File: src/rtl/display_pkg.sv
// display_pkg
// Shared types and constants for the 7-segment scan controller.
//   scan_state_e  : BLANK (anti-ghosting gap) / DRIVE (digit lit)
//   SEG_OFF       : all segments dark (active-low lines)
//   anodes_off()  : all digit enables inactive (active-low), 32 bits wide
//   anode_select(): active-low one-hot enable for a single digit, 32 bits wide
package display_pkg;

  typedef enum logic {
    BLANK = 1'b0,
    DRIVE = 1'b1
  } scan_state_e;

  localparam logic [6:0] SEG_OFF    = 7'h7F;
  localparam int         MAX_DIGITS = 32;

  // Every anode released; callers truncate to their digit count.
  function automatic logic [MAX_DIGITS-1:0] anodes_off();
    return '1;
  endfunction

  // Only the selected anode pulled low; callers truncate to their digit count.
  function automatic logic [MAX_DIGITS-1:0] anode_select(input int unsigned idx);
    return ~(32'd1 << idx);
  endfunction

endpackage

File: src/rtl/module_7segmentos.sv
// module_7segmentos
// Hex-to-7-segment decoder for a common-anode display.
//   hex_i : 4-bit hex digit
//   seg_o : segments {a,b,c,d,e,f,g}, a in bit 6, active-low
module module_7segmentos (
  input  logic [3:0] hex_i,
  output logic [6:0] seg_o
);

  // Pure lookup; a lit segment is driven to 0.
  always_comb begin
    seg_o = 7'h7F;
    case (hex_i)
      4'h0: seg_o = 7'b0000001;
      4'h1: seg_o = 7'b1001111;
      4'h2: seg_o = 7'b0010010;
      4'h3: seg_o = 7'b0000110;
      4'h4: seg_o = 7'b1001100;
      4'h5: seg_o = 7'b0100100;
      4'h6: seg_o = 7'b0100000;
      4'h7: seg_o = 7'b0001111;
      4'h8: seg_o = 7'b0000000;
      4'h9: seg_o = 7'b0000100;
      4'hA: seg_o = 7'b0001000;
      4'hB: seg_o = 7'b1100000;
      4'hC: seg_o = 7'b0110001;
      4'hD: seg_o = 7'b1000010;
      4'hE: seg_o = 7'b0110000;
      4'hF: seg_o = 7'b0111000;
      default: seg_o = 7'h7F;
    endcase
  end

endmodule

File: src/rtl/module_display_scan.sv
// module_display_scan
// Time-multiplexed scan controller for an N-digit common-anode 7-segment
// display sharing a single decoder.
//   clk_i        : system clock, rising edge
//   rst_i        : synchronous active-high reset
//   enable_i     : scan enable; low forces the display dark and restarts the scan
//   load_i       : one-cycle strobe capturing value_i
//   value_i      : packed hex digits, nibble 0 is the rightmost digit
//   anodes_o     : digit enables, active-low
//   display_o    : segments {a..g}, active-low
//   digit_idx_o  : digit currently in its slot
//   frame_done_o : pulse in the last cycle of the last digit's slot
// Build option: define LEADING_ZERO_BLANK_EN to darken leading zero digits
// (digit 0 is always shown).
module module_display_scan
  import display_pkg::*;
#(
  parameter int N_DIGITS     = 4,
  parameter int REFRESH_DIV  = 50000,
  parameter int BLANK_CYCLES = 500
) (
  input  logic                        clk_i,
  input  logic                        rst_i,
  input  logic                        enable_i,
  input  logic                        load_i,
  input  logic [4*N_DIGITS-1:0]       value_i,
  output logic [N_DIGITS-1:0]         anodes_o,
  output logic [6:0]                  display_o,
  output logic [$clog2(N_DIGITS)-1:0] digit_idx_o,
  output logic                        frame_done_o
);

  localparam int IDX_W = $clog2(N_DIGITS);
  localparam int CNT_W = (REFRESH_DIV > 1) ? $clog2(REFRESH_DIV) : 1;
  localparam logic [CNT_W-1:0] CNT_LAST   = CNT_W'(REFRESH_DIV - 1);
  localparam logic [CNT_W-1:0] BLANK_LAST = CNT_W'((BLANK_CYCLES > 0) ? BLANK_CYCLES - 1 : 0);
  localparam logic [IDX_W-1:0] IDX_LAST   = IDX_W'(N_DIGITS - 1);
  localparam scan_state_e      IDLE_STATE = scan_state_e'((BLANK_CYCLES > 0) ? BLANK : DRIVE);
  localparam logic [N_DIGITS-1:0] ANODES_OFF_N = N_DIGITS'(anodes_off());

  logic [4*N_DIGITS-1:0] pending_q, pending_d;
  logic [4*N_DIGITS-1:0] shadow_q, shadow_d;
  logic [CNT_W-1:0]      cnt_q, cnt_d;
  logic [IDX_W-1:0]      idx_q, idx_d;
  scan_state_e           state_q, state_d;
  logic [N_DIGITS-1:0]   anodes_q, anodes_d;
  logic [6:0]            display_q, display_d;
  logic [IDX_W-1:0]      digitIdx_q, digitIdx_d;
  logic                  frameDone_q, frameDone_d;

  logic [3:0] nibble;
  logic [6:0] segDecoded;
  logic       slotEnd;
  logic       frameEnd;
  logic       drive;
  logic       lzDark;

  // The one shared decoder always looks at the digit whose slot is running.
  assign nibble = shadow_q[{idx_q, 2'b00} +: 4];

  module_7segmentos u_decoder (
    .hex_i (nibble),
    .seg_o (segDecoded)
  );

`ifdef LEADING_ZERO_BLANK_EN
  logic [N_DIGITS-1:0] upperNonZero;

  // upperNonZero[d] is set when any nibble from d up to the leftmost digit
  // is non-zero; a digit above 0 without it is a leading zero.
  always_comb begin
    upperNonZero = '0;
    upperNonZero[N_DIGITS-1] = |shadow_q[4*(N_DIGITS-1) +: 4];
    for (int d = N_DIGITS - 2; d >= 0; d--) begin
      upperNonZero[d] = upperNonZero[d+1] | (|shadow_q[4*d +: 4]);
    end
    lzDark = (idx_q != '0) && !upperNonZero[idx_q];
  end
`else
  assign lzDark = 1'b0;
`endif

  // Next-state logic. cnt/idx/state describe the cycle about to be shown,
  // and the output registers are loaded from them at the same edge, so the
  // pins follow the counters without extra latency. The shadow only changes
  // at a frame boundary or while the scan is held off, so a frame never
  // mixes old and new digits; a load landing on the boundary bypasses the
  // pending register so it is not a frame late.
  always_comb begin
    slotEnd  = (cnt_q == CNT_LAST);
    frameEnd = enable_i && slotEnd && (idx_q == IDX_LAST);

    pending_d = load_i ? value_i : pending_q;
    shadow_d  = shadow_q;
    if (!enable_i || frameEnd) begin
      shadow_d = load_i ? value_i : pending_q;
    end

    cnt_d   = cnt_q;
    idx_d   = idx_q;
    state_d = state_q;
    if (!enable_i) begin
      cnt_d   = '0;
      idx_d   = '0;
      state_d = IDLE_STATE;
    end else if (slotEnd) begin
      cnt_d   = '0;
      idx_d   = (idx_q == IDX_LAST) ? '0 : idx_q + IDX_W'(1);
      state_d = IDLE_STATE;
    end else begin
      cnt_d = cnt_q + CNT_W'(1);
      if (state_q == BLANK && cnt_q == BLANK_LAST) begin
        state_d = DRIVE;
      end
    end

    drive       = enable_i && (state_q == DRIVE) && !lzDark;
    anodes_d    = drive ? N_DIGITS'(anode_select(32'(idx_q))) : ANODES_OFF_N;
    display_d   = drive ? segDecoded : SEG_OFF;
    digitIdx_d  = enable_i ? idx_q : '0;
    frameDone_d = frameEnd;
  end

  // State and output registers; reset drops any pending load.
  always_ff @(posedge clk_i) begin
    if (rst_i) begin
      pending_q   <= '0;
      shadow_q    <= '0;
      cnt_q       <= '0;
      idx_q       <= '0;
      state_q     <= IDLE_STATE;
      anodes_q    <= ANODES_OFF_N;
      display_q   <= SEG_OFF;
      digitIdx_q  <= '0;
      frameDone_q <= 1'b0;
    end else begin
      pending_q   <= pending_d;
      shadow_q    <= shadow_d;
      cnt_q       <= cnt_d;
      idx_q       <= idx_d;
      state_q     <= state_d;
      anodes_q    <= anodes_d;
      display_q   <= display_d;
      digitIdx_q  <= digitIdx_d;
      frameDone_q <= frameDone_d;
    end
  end

  assign anodes_o     = anodes_q;
  assign display_o    = display_q;
  assign digit_idx_o  = digitIdx_q;
  assign frame_done_o = frameDone_q;

endmodule

File: config.mk
export PLATFORM = sky130hd
export DESIGN_NAME = module_display_scan
export DESIGN_NICKNAME = d
export VERILOG_FILES = /design/src/rtl/display_pkg.sv /design/src/rtl/module_7segmentos.sv /design/src/rtl/module_display_scan.sv
export SDC_FILE = /design/constraint.sdc
export NUM_CORES = 1
export LEC_CHECK = 0
export ABC_AREA = 1
export BUFFER_PORTS_ARGS = -buffer_cell sky130_fd_sc_hd__buf_2
export CORE_ASPECT_RATIO = 1.5
export CORE_UTILIZATION = 55
export CTS_BUF_LIST = sky130_fd_sc_hd__clkbuf_4
export CTS_CLUSTER_SIZE = 40
export DETAILED_ROUTE_END_ITERATION = 6
export PLACE_DENSITY = 0.75
export REMOVE_ABC_BUFFERS = 1
export SLEW_MARGIN = 20
export SYNTH_ARGS = -nofsm -noshare
export SYNTH_HDL_FRONTEND = slang
export SYNTH_SLANG_ARGS = --single-unit
File: constraint.sdc
create_clock -name clk_i -period 3.65 [get_ports clk_i]
set_clock_uncertainty 0.1 [all_clocks]
set_input_delay 0.5475 -clock clk_i [delete_from_list [all_inputs] [get_ports clk_i]]
set_output_delay 0.5475 -clock clk_i [all_outputs]
set_load 0.1 [all_outputs]
Yosys cells after proc, flatten, opt, wreduce, memory -nomap -nowiden
Memory sizes are Yosys's and may differ from the RTL's. A register that Yosys moved wholly into a read port is not among the register bits. Cells that the tools add are included.

Div/mod/pow operators: 0. Bitwise operators: 4. Add/sub/neg operators: 2. Multiply operators: 0. Equal/unequal tests: 3. Shift-type cells: 2. Reductions and logical operators: 9. Multiplexer cells: 2. Magnitude comparators: 0.

Operators by type and width (count): $add 16x1->16 const B (1); $eq 16x16->1 const B (1); $eq 16x9->1 const B (1); $mux 16 (1); $shiftx 16x5->4 (1); $logic_and 1x1->1 (4); $not 4->4 (1); $reduce_or 2->1 (2); $shl 1x2->4 const A (1); $not 1->1 (3); $reduce_or 3->1 (1); $add 2x1->2 const B (1); $eq 2x2->1 const B (1); $mux 2 (1); $logic_not 1->1 (1); $logic_or 1x1->1 (1).

Output and inout bits: 14. Input port bits: 20. Register bits after elaboration: 58. RAM bits: 0. Memories kept: 1. Logic and storage cells: 31. Memory bits (read-only): 112. Latch bits: 0.

Memories: (no name shown) (words 16, width 7, rd ports 1, clocked after memory_dff 1, wr ports 0, RTL line module_7segmentos.sv:13) `case (hex_i)`.

Longest topological paths before layout
Gate-level depths: netlist (run 1).

Depth in word-level cells: 4. Depth in mapped cells: 12. Mapped depth without buffers: 10.

By module
Synthesis (run 1) repeated with hierarchy kept, for this count alone.

Cell total of the unflattened synthesis: 451. Area total of the unflattened synthesis: 3161.8 µm².

By module, submodules not included: module_display_scan (times used 1, cells an instance 402, area an instance 2887.8 µm², sequential area each 1301.2 µm²); module_7segmentos (times used 1, cells an instance 49, area an instance 274.0 µm², sequential area each 0.0 µm²).

Least setup slack after synthesis (run 1)
No wires, ideal clock.

Path type: register to register. Start point: register idx_q[0]. End point: register display_q[6], in the netlist display_o[6]. Arrival: 1.484 ns. Clock period less this slack: 1.710 ns. Path buffers: 2. Stages on the path, launching flop included: 13. Library setup time: 0.126 ns. Required time: 3.424 ns. Slack: 1.940 ns. Cell sequence: dfxtp_1 -> buf_4 -> inv_2 -> buf_6 -> nand2_1 -> nand3_1 -> nand2_1 -> inv_1 -> ha_1 -> inv_1 -> nand2_1 -> nand3_1 -> nand4_1.

Cells in the longest elaborated chain, start to end: 1.

RTL lines: from (decl) (RTL line module_display_scan.sv:44) `logic [IDX_W-1:0] idx_q, idx_d;`; from (signal assigned) (RTL line module_display_scan.sv:140) `idx_q <= idx_d;`; $shiftx 16x5->4 (RTL line module_display_scan.sv:59) `assign nibble = shadow_q[{idx_q, 2'b00} +: 4];`; to (decl) (RTL line module_display_scan.sv:47) `logic [6:0] display_q, display_d;`.

Every way passes these cells. A chain may end at the register's enable or synchronous reset.

Worst setup path after layout (run 1)
Ends and elaborated chain as after synthesis.

==> results.md, run 1 <==
- WP data arrival: about 2200 ps
- Starting Density: between 50% and 60%
- Post-route setup TNS: 0 ps
- Cts repair resizes: 0
- Synth cell types: 30
- Leak pwr: 0.00160 uW
- Avg WL per Cell: 10.7 um
- Post-layout min period: about 2000 ps
- Worst reg2reg path depth: 10
- Detailed Place HPWL: about 4.2 mm
- Clock Tree Buf Depth: 2
- First-pass GRT wire length: ~10 mm
- Final wirelength: approximately 5.9 mm
- Slew @ Worst Pin: slightly above 500 ps
- Hold Crit Depth: 5
- Pwr dens: about 370 nW/um^2
- Fin util: 62.2%
- DIE AREA: 6040 sq um
- Initial antenna violation count: 0
- Post-route ant nets: 0
- CTS sink cnt: 65
- Final Net Count: 502
- DRC marker count from the first detailed-route iteration: 159
- I/O pin count: 34
- Outcome: finished clean
- Worst skew pair latency: ~430 ps
- Worst r2r src: idx_q[0]
- GP Congestion: around 0.91
- Remaining Overflow, GRT: 0
- Crit. Startpoint: idx_q[0]
- Mapped Cells: ~440
- DIE HEIGHT: between 90 and 100 um
- ANT cells: 0
- Most frequent cells in the layout: 96 x nand2_1, 69 x inv_1, 65 x dfxtp_1, 57 x nor2_1, 33 x buf_2
- Critical Path Source Type: flop
- Fraction of registers with async set/reset: 0%
- Via-to-Cell Ratio: 4.99
- Yosys Warn Count: 0
- Most common cell after layout, fill and taps aside: nand2_1
- Port bufs: 33
- CTS tree: built
- Number of global-route vias before repair: 2490
- Number of flops mapped to enable cells by yosys: 0
- Sequential share of the synthesized area: between 40% and 50%
- DRC: 0
- Syn-to-layout area delta: 8.51%
- DIE WIDTH: between 60 and 70 um
- Layout cell share with drive strength beyond 1: between 10% and 20%
- Average cell area after synthesis: about 7 sq um
- Clock root buffer: clkbuf_4
- Hold buffer count at CTS: 0
- Worst setup path category: flop to flop
- Reg-to-reg slack, setup: ~1600 ps
- Drt pass-1 iters: 4
- Ys flop type: dfxtp_1
- Synthesized flop and latch total: 65
- Rel. slew slack: between 60% and 70%
- Crit Path Max Fanout: 12
- RSZ-0062 raised after global routing: no
- Hold Path End: pending_q[2]
- Final period utilization: between 50 and 60%
- GRT Overall Usage: 21.5%
- Hold Crit Class: input port to flop
- Setup violators final: 0
- Core area: 5490 sq um
- Buffer count from post-CTS setup fixing: 0
- CTS buffer count: 9
- Max rail drop VDD: 0.230 mV
- Reg2reg end: display_o[6]
- Clock H-tree levels: 3
- Synthesized area: 3150 sq um
- Reg clk slew, reported paths: 110 ps
- Critical Path RT: 3860 ps
- Site Rows: 33
- Hold Path Origin: value_i[2]
- Total vias in the final route: between 2000 and 3000
- Peak Freq: roughly 0.5 GHz
- CP endpoint kind: flop
- Final Max Tran Viols: 0
- Largest net degree at the start of global routing: 34
- Final hold viol count: 0
- Maxcap violations: 0
worst max-delay path by stage:
| stage | endpoint | cells after the start |
|---|---|---|
| floorplan | display_o[6] | 10 |
| global placement | shadow_q[3] | 6 |
| detailed placement | shadow_q[3] | 6 |
| CTS | display_o[6] | 10 |
| global route | display_o[6] | 10 |
| finish | display_o[6] | 10 |
Yosys cell counts (2+ instances only):
master     n  area [sq um]
a21oi_1   26           130
buf_1      2          7.51
buf_2      3          15.0
buf_6      4          45.0
clkbuf_1   6          22.5
dfxtp_1   65          1300
ha_1      11           138
inv_1     69           259
inv_2      5          18.8
nand2_1   96           360
nand2_2    3          18.8
nand3_1   32           160
nand3_2   13           130
nand4_1    5          31.3
nor2_1    57           214
nor2_2     3          18.8
nor2_4     2          22.5
nor3_1     6          30.0
o21ai_0   18          90.1
xnor2_1    2          17.5
xor2_1     5          43.8
per-layer routing:
metal	up-vias	share of wire (%)	global-route usage (%)	wire length, um
met5	-	0	0	0
met4	0	2.2	13.8	131
met3	14	4.0	5.19	235
met2	61	50	37.1	2950
met1	1218	44	23.1	2550
li1	1433	-	-	-
cells by family (layout without fill, tap and decap cells):
group,Yosys count,after routing,synth area share [%]
compound gates,47,47,7.59
buf+inv,91,125,12.0
simple gates,221,221,32.7
xor+xnor,7,7,1.95
fa+ha+maj,11,11,4.37
flops,65,65,41.3
state kept, by name, indices dropped and copies added (netlist names):
name          cells
anodes_o          4
cnt_q            16
digit_idx_o       2
display_o         7
frame_done_o      1
idx_q             2
pending_q        16
shadow_q         16
state_q           1
critical path, cell delays in order, from the launching register on:
cell     delay (ps)
dfxtp_1         560
inv_2           190
nand2_1         100
nand3_1          70
nand2_1         200
inv_1           110
ha_1            260
inv_1            90
nand2_1          70
nand3_1          70
nand4_1          70
metrics by stage:
step / setup WS (ps) / total power, uW / area [sq um] / cells / hold slack, ps
3_3_place_gp: 1660 / 888 / 3310 / 530 / 345
5_1_grt: 1410 / 1340 / 3420 / 546 / 389
2_1_floorplan: 1940 / 850 / 3050 / 426 / 329
6_report: 1650 / 1280 / 3420 / 546 / 356
3_5_place_dp: 1640 / 893 / 3310 / 530 / 356
4_1_cts: 1660 / 1280 / 3420 / 546 / 357
layout make-up:
| class | instances | area [sq um] |
|---|---|---|
| Sequential cell | 65 | 1300 |
| Clock buffer | 11 | 82.6 |
| Timing Repair Buffer | 34 | 173 |
| Inverter | 75 | 282 |
| Multi-Input combinational cell | 286 | 1470 |
| Clock inverter | 5 | 22.5 |
| Fill cell | 489 | 2080 |
| Tap cell | 70 | 87.6 |
power by group:
part / switching (uW) / total [uW] / internal [uW]
clock: 255 / 403 / 148
combinational: 81.6 / 130 / 48.9
sequential: 10.9 / 746 / 735
total: 348 / 1280 / 932
Power figures use the tool's default switching activity.
==> inputs of run 2 (changes only) <==
--- a/config.mk
+++ b/config.mk
@@ -5,14 +5,14 @@
 export SDC_FILE = /design/constraint.sdc
 export NUM_CORES = 1
 export LEC_CHECK = 0
-export ABC_AREA = 1
+export ABC_AREA = 0
 export BUFFER_PORTS_ARGS = -buffer_cell sky130_fd_sc_hd__buf_2
 export CORE_ASPECT_RATIO = 1.5
 export CORE_UTILIZATION = 55
 export CTS_BUF_LIST = sky130_fd_sc_hd__clkbuf_4
 export CTS_CLUSTER_SIZE = 40
 export DETAILED_ROUTE_END_ITERATION = 6
-export PLACE_DENSITY = 0.75
+export PLACE_DENSITY = 0.76
 export REMOVE_ABC_BUFFERS = 1
 export SLEW_MARGIN = 20
 export SYNTH_ARGS = -nofsm -noshare
==> constraint.sdc (replaced) <==
create_clock -name clk_i -period 1.9 [get_ports clk_i]
set_clock_uncertainty 0.1 [all_clocks]
set_input_delay 0.285 -clock clk_i [delete_from_list [all_inputs] [get_ports clk_i]]
set_output_delay 0.285 -clock clk_i [all_outputs]
set_load 0.1 [all_outputs]
==> run 2 against run 1 <==
  * The run now ends with setup timing left
  * Clock power grew to 2.5 times the previous value
  * Final cell count shrank 24%
  * Largest power group unchanged
  * Wire length shrank 1.5%
  * Via count fell by 21%
  * Hold slack got worse by 290 ps
==> results.md, run 2 <==
- Outcome: finished, violations left
- Failing checks: setup timing
- Design Area, Final: 3580 sq um (+4.9%)
- Most common cell in the netlist: dfxtp_1
- Via-to-Cell Ratio: 5.14 (+3.0%)
- Crit. Startpoint: cnt_q[5]
- Avg WL per Cell: 13.9 um (+29%)
- Syn-to-layout area delta: 27.9%
- First-pass GRT wire length: 9.13 mm (-9.3%)
- Reg-to-reg slack, setup: -310 ps (-1960 ps)
- Layout cell share with drive strength beyond 1: 36.8% (+21 points)
- Core area: 4850 sq um (-12%)
- Placed cell area: 3270 sq um (-1.4%)
- Peak Freq: 0.452 GHz (-9.5%)
- Top cell type by total area after synthesis: dfxtp_1
- Number of cells after detailed placement: 396 (-25%)
- Clock H-tree levels: 3 (unchanged)
- Final period utilization: 117% (+62 points)
- CP endpoint kind: flop
- Post-layout min period: 2210 ps (+211 ps)
- Most frequent cells after synthesis: 65 x dfxtp_1, 37 x nor2_1, 17 x mux2i_1, 17 x nor2b_1, 15 x nand2_1
- Number of global-route vias before repair: 2104 (-16%)
- Post-route ant nets: 0 (unchanged)
- Most common cell after layout, fill and taps aside: dfxtp_1
- Max rail drop VDD: 0.665 mV (+190%)
- RSZ-0062 raised after global routing: yes
- CTS tree: built
- Critical Path RT: 2100 ps (-1760 ps)
- DRC: 0 (unchanged)
- Yosys Warn Count: 0 (unchanged)
- PnR worst setup slack: -314 ps (-1960 ps)
- WP buf/inv: 1 (-2)
- Drt pass-1 iters: 4 (unchanged)
- DIE WIDTH: 60.3 um (-5.5%)
- DIE HEIGHT: 89.4 um (-5.5%)
- Final Net Count: 377 (-25%)
- I/O pin count: 34 (unchanged)
- Hold buffer count at CTS: 0 (unchanged)
- Initial antenna violation count: 0 (unchanged)
- Worst skew pair latency: 400 ps (-30 ps)
- Detailed Place HPWL: 3.85 mm (-8.3%)
- Site Rows: 31 (-6.1%)
- Number of flops mapped to enable cells by yosys: 0 (unchanged)
- Synthesized area: 2800 sq um (-11%)
- Post-synth top area share: 46.4% (+5.1 points)
- Slew @ Worst Pin: 507 ps (-11.8 ps)
- Hold Crit Class: input port to flop
- WP data arrival: 2410 ps (+190 ps)
- Starting Density: 57.8% (+0.48 points)
- Final wirelength: 5.78 mm (-1.5%)
- Maxcap violations: 0 (unchanged)
- Mapped Cells: 273 (-38%)
- Rel. slew slack: 66.2% (+1.1 points)
- Top Registers: cnt_q (16), pending_q (16), shadow_q (16)
- CTS buffer count: 9 (unchanged)
- Setup violators final: 37 (+37)
- Sequential share of the synthesized area: 46.4% (+5.1 points)
- ANT cells: 0 (unchanged)
- CP peak stage delay: 510 ps (-50 ps)
- Non-filler cells, final: 417 (-24%)
- Worst r2r src: cnt_q[5]
- Total vias in the final route: 2145 (-21%)
- Cell Chain, Critical Path: or4b_1, or4_4, o31a_1, buf_12, mux2_4
- Synthesized flop and latch total: 65 (unchanged)
- Critical Path Source Type: flop
- DIE AREA: 5390 sq um (-11%)
- Ys flop type: dfxtp_1
- Pwr dens: 749 nW/um^2 (+100%)
- Synth cell types: 38 (+27%)
- Most frequent cells in the layout: 64 x dfxtp_1, 38 x buf_4, 36 x nor2_1, 33 x buf_2
- Final Max Tran Viols: 0 (unchanged)
- Crit Path Max Fanout: 16 (+4)
- Port bufs: 33 (unchanged)
- Remaining Overflow, GRT: 0 (unchanged)
- Crit path max-delay family: simple AND/OR/NAND/NOR gates
- Average cell area after synthesis: 10.3 sq um (+44%)
- GRT Overall Usage: 23.2% (+1.8 points)
- Dominant cells by area after synthesis: dfxtp_1 46%, mux2i_1 6.1%, mux2_4 5.4%
- CTS sink cnt: 65 (unchanged)
- Reg clk slew, reported paths: 100 ps (about the same)
- Worst setup path category: flop to flop
- Slowest CP cell: or4b_1
- Leak pwr: 0.00150 uW (-6.5%)
- DRC marker count from the first detailed-route iteration: 80 (-50%)
- GP Congestion: 0.793 (-13%)
- Hold Path Origin: value_i[15]
- Clock Tree Buf Depth: 2 (unchanged)
- Final hold viol count: 0 (unchanged)
- Fraction of registers with async set/reset: 0% (unchanged)
- Largest net degree at the start of global routing: 19 (-44%)
- Clock root buffer: clkbuf_4
- # fillers: 344 (-30%)
## run 2: cell count changes after synthesis, sizes merged, moves of 5 or more
cell   delta
a21oi    -20
buf       -5
inv      -65
mux2     +16
mux2i    +17
nand2    -85
nand3    -44
nor2     -25
nor2b    +17
nor3      -5
o21ai    -10
## run 2: timing repair
item                                    4_1_cts  5_1_grt
buffers inserted                              0        4
cloned                                        1        0
hold endpoints to repair                      0        0
pin swaps                                     1        3
resized for setup                            12       21
endpoints found under the setup margin       41       41
## run 2: path summary, 6_finish.rpt
path / to / cells past startpoint
max: shadow_q[10] / 5
min: pending_q[15] / 3
max reg2reg: shadow_q[10] / 5
min reg2reg: pending_q[15] / 2
## run 2: per-stage QoR
stage	util (%)	setup slack, ps	power (uW)	TNS [ps]	hold WS, ps
after floorplan	-	-534	1570	-15970	267
after global placement	67.4	-271	1650	-6140	392
after detailed placement	67.4	-302	1660	-6800	402
after CTS	71.6	-317	2680	-6770	34.9
after global routing	73.9	-366	2790	-9180	53.7
final	73.9	-314	2690	-6930	63.3
## run 2: where the power goes
| part | total (uW) | switching (uW) | leakage [uW] | internal (uW) |
|---|---|---|---|---|
| sequential | 1420 | 14.8 | 0.000531 | 1400 |
| clock | 1020 | 482 | 0.0000878 | 542 |
| combinational | 245 | 116 | 0.000880 | 129 |
| total | 2690 | 613 | 0.00150 | 2070 |
## run 2: layout make-up
class                      count  area (sq um)  area share [%]
multi-input combinational    184          1480            41.2
sequential                    65          1310            36.4
timing repair buffer          77           527            14.7
clock inverter                 6          82.6            2.30
tap                           66          82.6            2.30
clock buffer                  10          75.1            2.09
inverter                       9          36.3            1.01
## run 2: cell families after synthesis
family / share of synthesized area (%)
compound gates: 5.63
xor+xnor: 3.75
fa+ha+maj: 4.91
buf+inv: 4.42
flops: 46.4
mux: 17.1
simple gates: 17.8
## run 2: worst register-to-register path, stage by stage (launching register included)
cell and delay, ps:
dfxtp_1 320, or4b_1 510, or4_4 420, o31a_1 280, buf_12 170, mux2_4 310
## run 2: routing by layer
layer / up-vias / track usage [%] / share of wire, %
li1: 1088 / - / -
met1: 1007 / 24.8 / 42
met2: 43 / 40.9 / 54
met3: 7 / 5.64 / 2.8
met4: 0 / 12.7 / 1.6
met5: - / 0 / 0
